===== src/rtl/wb_la_master_pkg.sv =====
// Shared types and constants for the wb_la_master Wishbone classic master.
// The WBM_TIMEOUT_EN macro (see wb_la_master.sv) uses TIMEOUT_W for its counter.
package wb_la_master_pkg;

  localparam int unsigned DEFAULT_AW = 32;
  localparam int unsigned DEFAULT_DW = 32;
  localparam int unsigned TIMEOUT_W  = 16;

  typedef enum logic [1:0] {
    StIdle,
    StBus,
    StResp
  } state_e;

endpackage


===== src/rtl/wb_la_master_timeout.sv =====
// Ack-wait counter for wb_la_master; only instantiated when WBM_TIMEOUT_EN is defined.
module wb_la_master_timeout
  import wb_la_master_pkg::*;
#(
  parameter int unsigned TIMEOUT_CYCLES = 255
) (
  input  logic clk,
  input  logic rst,
  input  logic clr,
  input  logic en,
  output logic expired
);

  logic [TIMEOUT_W-1:0] cnt_q;

  // Saturates at the limit so a stalled enable can never wrap back below it.
  always_ff @(posedge clk) begin
    if (rst || clr) begin
      cnt_q <= '0;
    end else if (en && !expired) begin
      cnt_q <= cnt_q + 1'b1;
    end
  end

  assign expired = (cnt_q == TIMEOUT_W'(TIMEOUT_CYCLES - 1));

endmodule


===== src/rtl/wb_la_master.sv =====
// Wishbone classic master driven by a valid/ready command port, one transaction at a time.
// Define WBM_TIMEOUT_EN to abort cycles that see no ack within TIMEOUT_CYCLES.
module wb_la_master
  import wb_la_master_pkg::*;
#(
  parameter int unsigned AW             = DEFAULT_AW,
  parameter int unsigned DW             = DEFAULT_DW,
  parameter int unsigned TIMEOUT_CYCLES = 255
) (
  input  logic            wb_clk_i,
  input  logic            wb_rst_i,

  input  logic            cmd_valid,
  output logic            cmd_ready,
  input  logic            cmd_we,
  input  logic [AW-1:0]   cmd_adr,
  input  logic [DW-1:0]   cmd_dat,
  input  logic [DW/8-1:0] cmd_sel,

  output logic            rsp_valid,
  input  logic            rsp_ready,
  output logic [DW-1:0]   rsp_dat,
  output logic            rsp_err,

  output logic            wbm_cyc_o,
  output logic            wbm_stb_o,
  output logic            wbm_we_o,
  output logic [AW-1:0]   wbm_adr_o,
  output logic [DW-1:0]   wbm_dat_o,
  output logic [DW/8-1:0] wbm_sel_o,
  input  logic [DW-1:0]   wbm_dat_i,
  input  logic            wbm_ack_i
);

  if (TIMEOUT_CYCLES < 1 || TIMEOUT_CYCLES > (1 << TIMEOUT_W) - 1) begin : g_bad_timeout
    $error("wb_la_master: TIMEOUT_CYCLES out of range");
  end

  state_e            state_q, state_d;
  logic              cyc_q, cyc_d;
  logic              we_q, we_d;
  logic [AW-1:0]     adr_q, adr_d;
  logic [DW-1:0]     dat_q, dat_d;
  logic [DW/8-1:0]   sel_q, sel_d;
  logic              rsp_valid_q, rsp_valid_d;
  logic [DW-1:0]     rsp_dat_q, rsp_dat_d;
  logic              rsp_err_q, rsp_err_d;
  logic              cmd_accept;
  logic              timeout_hit;

  assign cmd_ready  = (state_q == StIdle) && !wb_rst_i;
  assign cmd_accept = cmd_valid && cmd_ready;

`ifdef WBM_TIMEOUT_EN
  logic expired;

  wb_la_master_timeout #(
    .TIMEOUT_CYCLES(TIMEOUT_CYCLES)
  ) u_timeout (
    .clk     (wb_clk_i),
    .rst     (wb_rst_i),
    .clr     (cmd_accept),
    .en      ((state_q == StBus) && !wbm_ack_i),
    .expired (expired)
  );

  assign timeout_hit = expired;
`else
  assign timeout_hit = 1'b0;
`endif

  always_comb begin
    state_d     = state_q;
    cyc_d       = cyc_q;
    we_d        = we_q;
    adr_d       = adr_q;
    dat_d       = dat_q;
    sel_d       = sel_q;
    rsp_valid_d = rsp_valid_q;
    rsp_dat_d   = rsp_dat_q;
    rsp_err_d   = rsp_err_q;

    unique case (state_q)
      StIdle: begin
        if (cmd_accept) begin
          we_d    = cmd_we;
          adr_d   = cmd_adr;
          dat_d   = cmd_dat;
          sel_d   = cmd_sel;
          cyc_d   = 1'b1;
          state_d = StBus;
        end
      end
      StBus: begin
        // Ack takes priority over a timeout landing in the same cycle.
        if (wbm_ack_i) begin
          cyc_d       = 1'b0;
          rsp_valid_d = 1'b1;
          rsp_err_d   = 1'b0;
          rsp_dat_d   = we_q ? '0 : wbm_dat_i;
          state_d     = StResp;
        end else if (timeout_hit) begin
          cyc_d       = 1'b0;
          rsp_valid_d = 1'b1;
          rsp_err_d   = 1'b1;
          rsp_dat_d   = '0;
          state_d     = StResp;
        end
      end
      StResp: begin
        if (rsp_ready) begin
          rsp_valid_d = 1'b0;
          state_d     = StIdle;
        end
      end
      default: state_d = StIdle;
    endcase
  end

  always_ff @(posedge wb_clk_i) begin
    if (wb_rst_i) begin
      state_q     <= StIdle;
      cyc_q       <= 1'b0;
      we_q        <= 1'b0;
      adr_q       <= '0;
      dat_q       <= '0;
      sel_q       <= '0;
      rsp_valid_q <= 1'b0;
      rsp_dat_q   <= '0;
      rsp_err_q   <= 1'b0;
    end else begin
      state_q     <= state_d;
      cyc_q       <= cyc_d;
      we_q        <= we_d;
      adr_q       <= adr_d;
      dat_q       <= dat_d;
      sel_q       <= sel_d;
      rsp_valid_q <= rsp_valid_d;
      rsp_dat_q   <= rsp_dat_d;
      rsp_err_q   <= rsp_err_d;
    end
  end

  assign wbm_cyc_o = cyc_q;
  assign wbm_stb_o = cyc_q;
  assign wbm_we_o  = we_q;
  assign wbm_adr_o = adr_q;
  assign wbm_dat_o = dat_q;
  assign wbm_sel_o = sel_q;
  assign rsp_valid = rsp_valid_q;
  assign rsp_dat   = rsp_dat_q;
  assign rsp_err   = rsp_err_q;

endmodule

===== config.mk =====
export PLATFORM = sky130hd
export DESIGN_NAME = wb_la_master
export DESIGN_NICKNAME = d
export VERILOG_FILES = /design/src/rtl/wb_la_master_pkg.sv /design/src/rtl/wb_la_master_timeout.sv /design/src/rtl/wb_la_master.sv
export SDC_FILE = /design/constraint.sdc
export NUM_CORES = 1
export LEC_CHECK = 0
export ABC_CLOCK_PERIOD_IN_PS = 2000
export BUFFER_PORTS_ARGS = -buffer_cell sky130_fd_sc_hd__clkbuf_2
export CAP_MARGIN = 20
export CORE_MARGIN = 2
export CORE_UTILIZATION = 45
export CTS_CLUSTER_SIZE = 24
export DETAILED_ROUTE_END_ITERATION = 12
export PLACE_DENSITY = 0.78
export SLEW_MARGIN = 20
export SYNTH_ARGS = -nofsm -noshare
export SYNTH_HDL_FRONTEND = slang
export SYNTH_HIERARCHICAL = 1
export SYNTH_SLANG_ARGS = --single-unit

===== constraint.sdc =====
create_clock -name wb_clk_i -period 2 [get_ports wb_clk_i]
set_clock_uncertainty 0.05 [all_clocks]
set_input_delay 0.4 -clock wb_clk_i [delete_from_list [all_inputs] [get_ports wb_clk_i]]
set_output_delay 0.4 -clock wb_clk_i [all_outputs]
set_load 0.01 [all_outputs]

==> flow_summary_export.csv <==
group,metric,value,unit
status,status,"complete, no violations",
final_layout,final_area,5266,µm²
final_layout,n_antenna_cell,0,
critical_path,r2r_setup_slack,0.40,ns
logic_synthesis,synth-edff-count,0,
logic_synthesis,ys_types,24,
sta,worst_slew_pin_slew,0.5551,ns
critical_path,rr_endpoint,"wbm_adr_o[18]$_SDFFE_PP0P_",
sta,fin_crit,1.903,ns
sta,fin_tns_setup,0,ns
critical_path,reg2reg_from,"state_q[0]$_SDFFE_PP0P_",
power_and_ir_drop,vdd_drop_max,488.1,µV
logic_synthesis,synth_seq_cells,105,
grt,grt_use_total,0.2002,
sta,slew_headroom,0.6299,
logic_synthesis,synth_flop_cell,"dfxtp_1",
sta,fmax,0.5255,GHz
clock_tree,cts.sinks,105,
logic_synthesis,synth_nets,573,
clock_tree,cts_tree,"built",
place,portBuffers,210,
die,start_util,0.4628,
clock_tree,clock_latency,0.35,ns
critical_path,cp-startpoint,"state_q[0]$_SDFFE_PP0P_",
die,core,8678,µm²
critical_path,cp_slowest_cell,"dfxtp_1",
logic_synthesis,yosysTopAreaCell,"dfxtp_1",
logic_synthesis,syn_inst,467,
critical_path,required,1.55,ns
grt,grt_util_met3,0.07872,
critical_path,cp-start-kind,"flop",
routing,routed_wl,10020,µm
place,postPlaceCellArea,5066,µm²
place,post-dp-hpwl,7249,µm
critical_path,critical_path_class,"flop to output pin",
routing,drt_iter0_drc,144,
die,dieWidth,98.48,µm
logic_synthesis,syn_avg_cell_area,8.600,µm²
logic_synthesis,async_flop_share,0,
critical_path,worstSetupEndpointType,"output pin",
final_layout,drive_above_1_share,0.3601,
final_layout,area_growth,31.12,%
routing,ant_nets,0,
power_and_ir_drop,pwr_density_cell,812.7,nW/µm²
clock_tree,clockRootBuffer,"clkbuf_8",
critical_path,worst_ep_arrival_time,1.45,ns
logic_synthesis,synth_most_common_cell,"dfxtp_1",
die,io_pins,212,
final_layout,final_nets,762,
place,place_congestion,0.7621,
final_layout,fill_cells,769,
run,cap_violations,0,
grt,grt_pass1_wl,16040,µm
routing,drc,0,
clock_tree,hold_buffers,0,
logic_synthesis,synthTopCellsByArea,"dfxtp_1 52%, nand2b_1 11%, nand2_1 9.4%",
critical_path,cp_cell_sequence,"nor3_1, clkbuf_2",
clock_tree,clockBufferDepth,2,
clock_tree,cts_resized,0,
die,die_height,98.48,µm
power_and_ir_drop,power,4280,µW
sta,final-hold-violation-count,0,
critical_path,path_max_fanout,10,
sta,fin_crit_sh,0.9516,
clock_tree,cts-buffers-inserted,9,
clock_tree,h-tree-depth,3,
sta,holdWs,0.1747,ns
grt,first_global_vias,3448,
grt,grt_use_met1,0.2466,
logic_synthesis,synth.top_cells.by_count,"105 x dfxtp_1, 101 x nand2_1, 70 x nand2b_1",
routing,detail_route.wl_per_cell,13.03,µm
sta,drv_slew,0,
logic_synthesis,yosysSeqAreaShare,0.5234,
routing,viasPerCell,4.809,
routing,dr.pass1.iters,5,
critical_path,r2r.worst_path.cells,3,
clock_tree,clkTransAtPathRegs,0.11,ns
grt,top_usage_layer,"met2",
grt,use_met2,0.3318,
clock_tree,cts_setup_buffers,0,
grt,gr-total-overflow,0,
sta,setup_violations,0,
logic_synthesis,ys.warnings.count,6,
die,num_rows,34,
routing,vias,3698,
critical_path,max_stage_delay,0.45,ns
grt,grt_max_degree,94,
critical_path,endpoint,"cmd_ready",
final_layout,utilization,0.6068,
die,die_area,9697,µm²
logic_synthesis,synth_top_area_frac,0.5234,
power_and_ir_drop,p_leak,0.002343,µW
grt,antenna_found_initial,0,
sta,rsz0062_at_grt,"false",
logic_synthesis,netlist_area,4016,µm²
min_path,hold_path_class,"input port to flop",
## per-layer routing
metal	vias up	share of wire	wire length, µm
met5	-	0	0
met4	0	0.0098	98
met3	9	0.093	936
met2	140	0.47	4749
met1	1653	0.42	4232
li1	1896	-	-
## stage by stage
step	std cells	worst slack (ns)
after floorplan	467	0.5858
after global placement	753	0.4038
after detailed placement	753	0.3666
after CTS	769	0.02398
after global routing	769	0.01416
final	769	0.09688
## cells in the final DEF (no fill, tap or decap), drive strengths merged
master,count
a2111oi,1
a21oi,35
a2bb2oi,1
and3b,1
buf,8
bufinv,1
clkbuf,219
clkinv,1
clkinvlp,2
conb,1
dfxtp,105
inv,4
nand2,101
nand2b,70
nand3b,33
nor2,4
nor2b,1
nor3,1
nor4b,1
o21ai,70
o21bai,1
## worst min-delay path by stage
stage,slack [ns],from,depth (start not counted),to
2_1_floorplan,0.43,rsp_dat[10]$_SDFFE_PP0P_,2,rsp_dat[10]$_SDFFE_PP0P_
3_3_place_gp,0.39,rsp_dat[31]$_SDFFE_PP0P_,2,rsp_dat[31]$_SDFFE_PP0P_
3_5_place_dp,0.39,rsp_dat[11]$_SDFFE_PP0P_,2,rsp_dat[11]$_SDFFE_PP0P_
4_1_cts,0.16,cmd_sel[2],3,wbm_sel_o[2]$_SDFFE_PP0P_
5_1_grt,0.16,cmd_adr[29],3,wbm_adr_o[29]$_SDFFE_PP0P_
6_report,0.17,cmd_sel[2],3,wbm_sel_o[2]$_SDFFE_PP0P_
## cell type report
type | instances | area (µm²) | area share
well taps | 108 | 135.1 | 0.02566
clock inverters | 7 | 76.32 | 0.01449
clock buffers | 9 | 123.9 | 0.02352
flip-flops and latches | 105 | 2102 | 0.3991
inverters | 1 | 3.754 | 0.0007128
multi-input cells | 321 | 1689 | 0.3207
repair buffers | 218 | 1136 | 0.2157
## sequential cells by signal, summed over array words and instances, names as in the netlist
name / count
rsp_valid: 1
state_q: 2
wbm_dat_o: 32
wbm_sel_o: 4
wbm_adr_o: 32
rsp_dat: 32
wbm_cyc_o: 1
wbm_we_o: 1
## worst max-delay path: cells and delay by family, from the launching register on
kind	cells	cell delay [ns]
DFF	1	0.45
and+or+nand+nor	1	0.43
buffers and inverters	1	0.23
## cell families after synthesis
| family | Yosys count | share of synthesized area |
|---|---|---|
| DFF | 105 | 0.5234 |
| and+or+nand+nor | 212 | 0.2797 |
| AOI/OAI and AO/OA | 108 | 0.1399 |
| buffers and inverters | 41 | 0.05607 |
| other | 1 | 0.0009337 |
## report_power, final
part | switching, µW | internal (µW) | leakage (µW)
logic | 332 | 293 | 0.00139
registers | 89.5 | 2230 | 0.000861
clock network | 741 | 591 | 0.0000966
No activity file was read; power rests on OpenSTA's default activity.
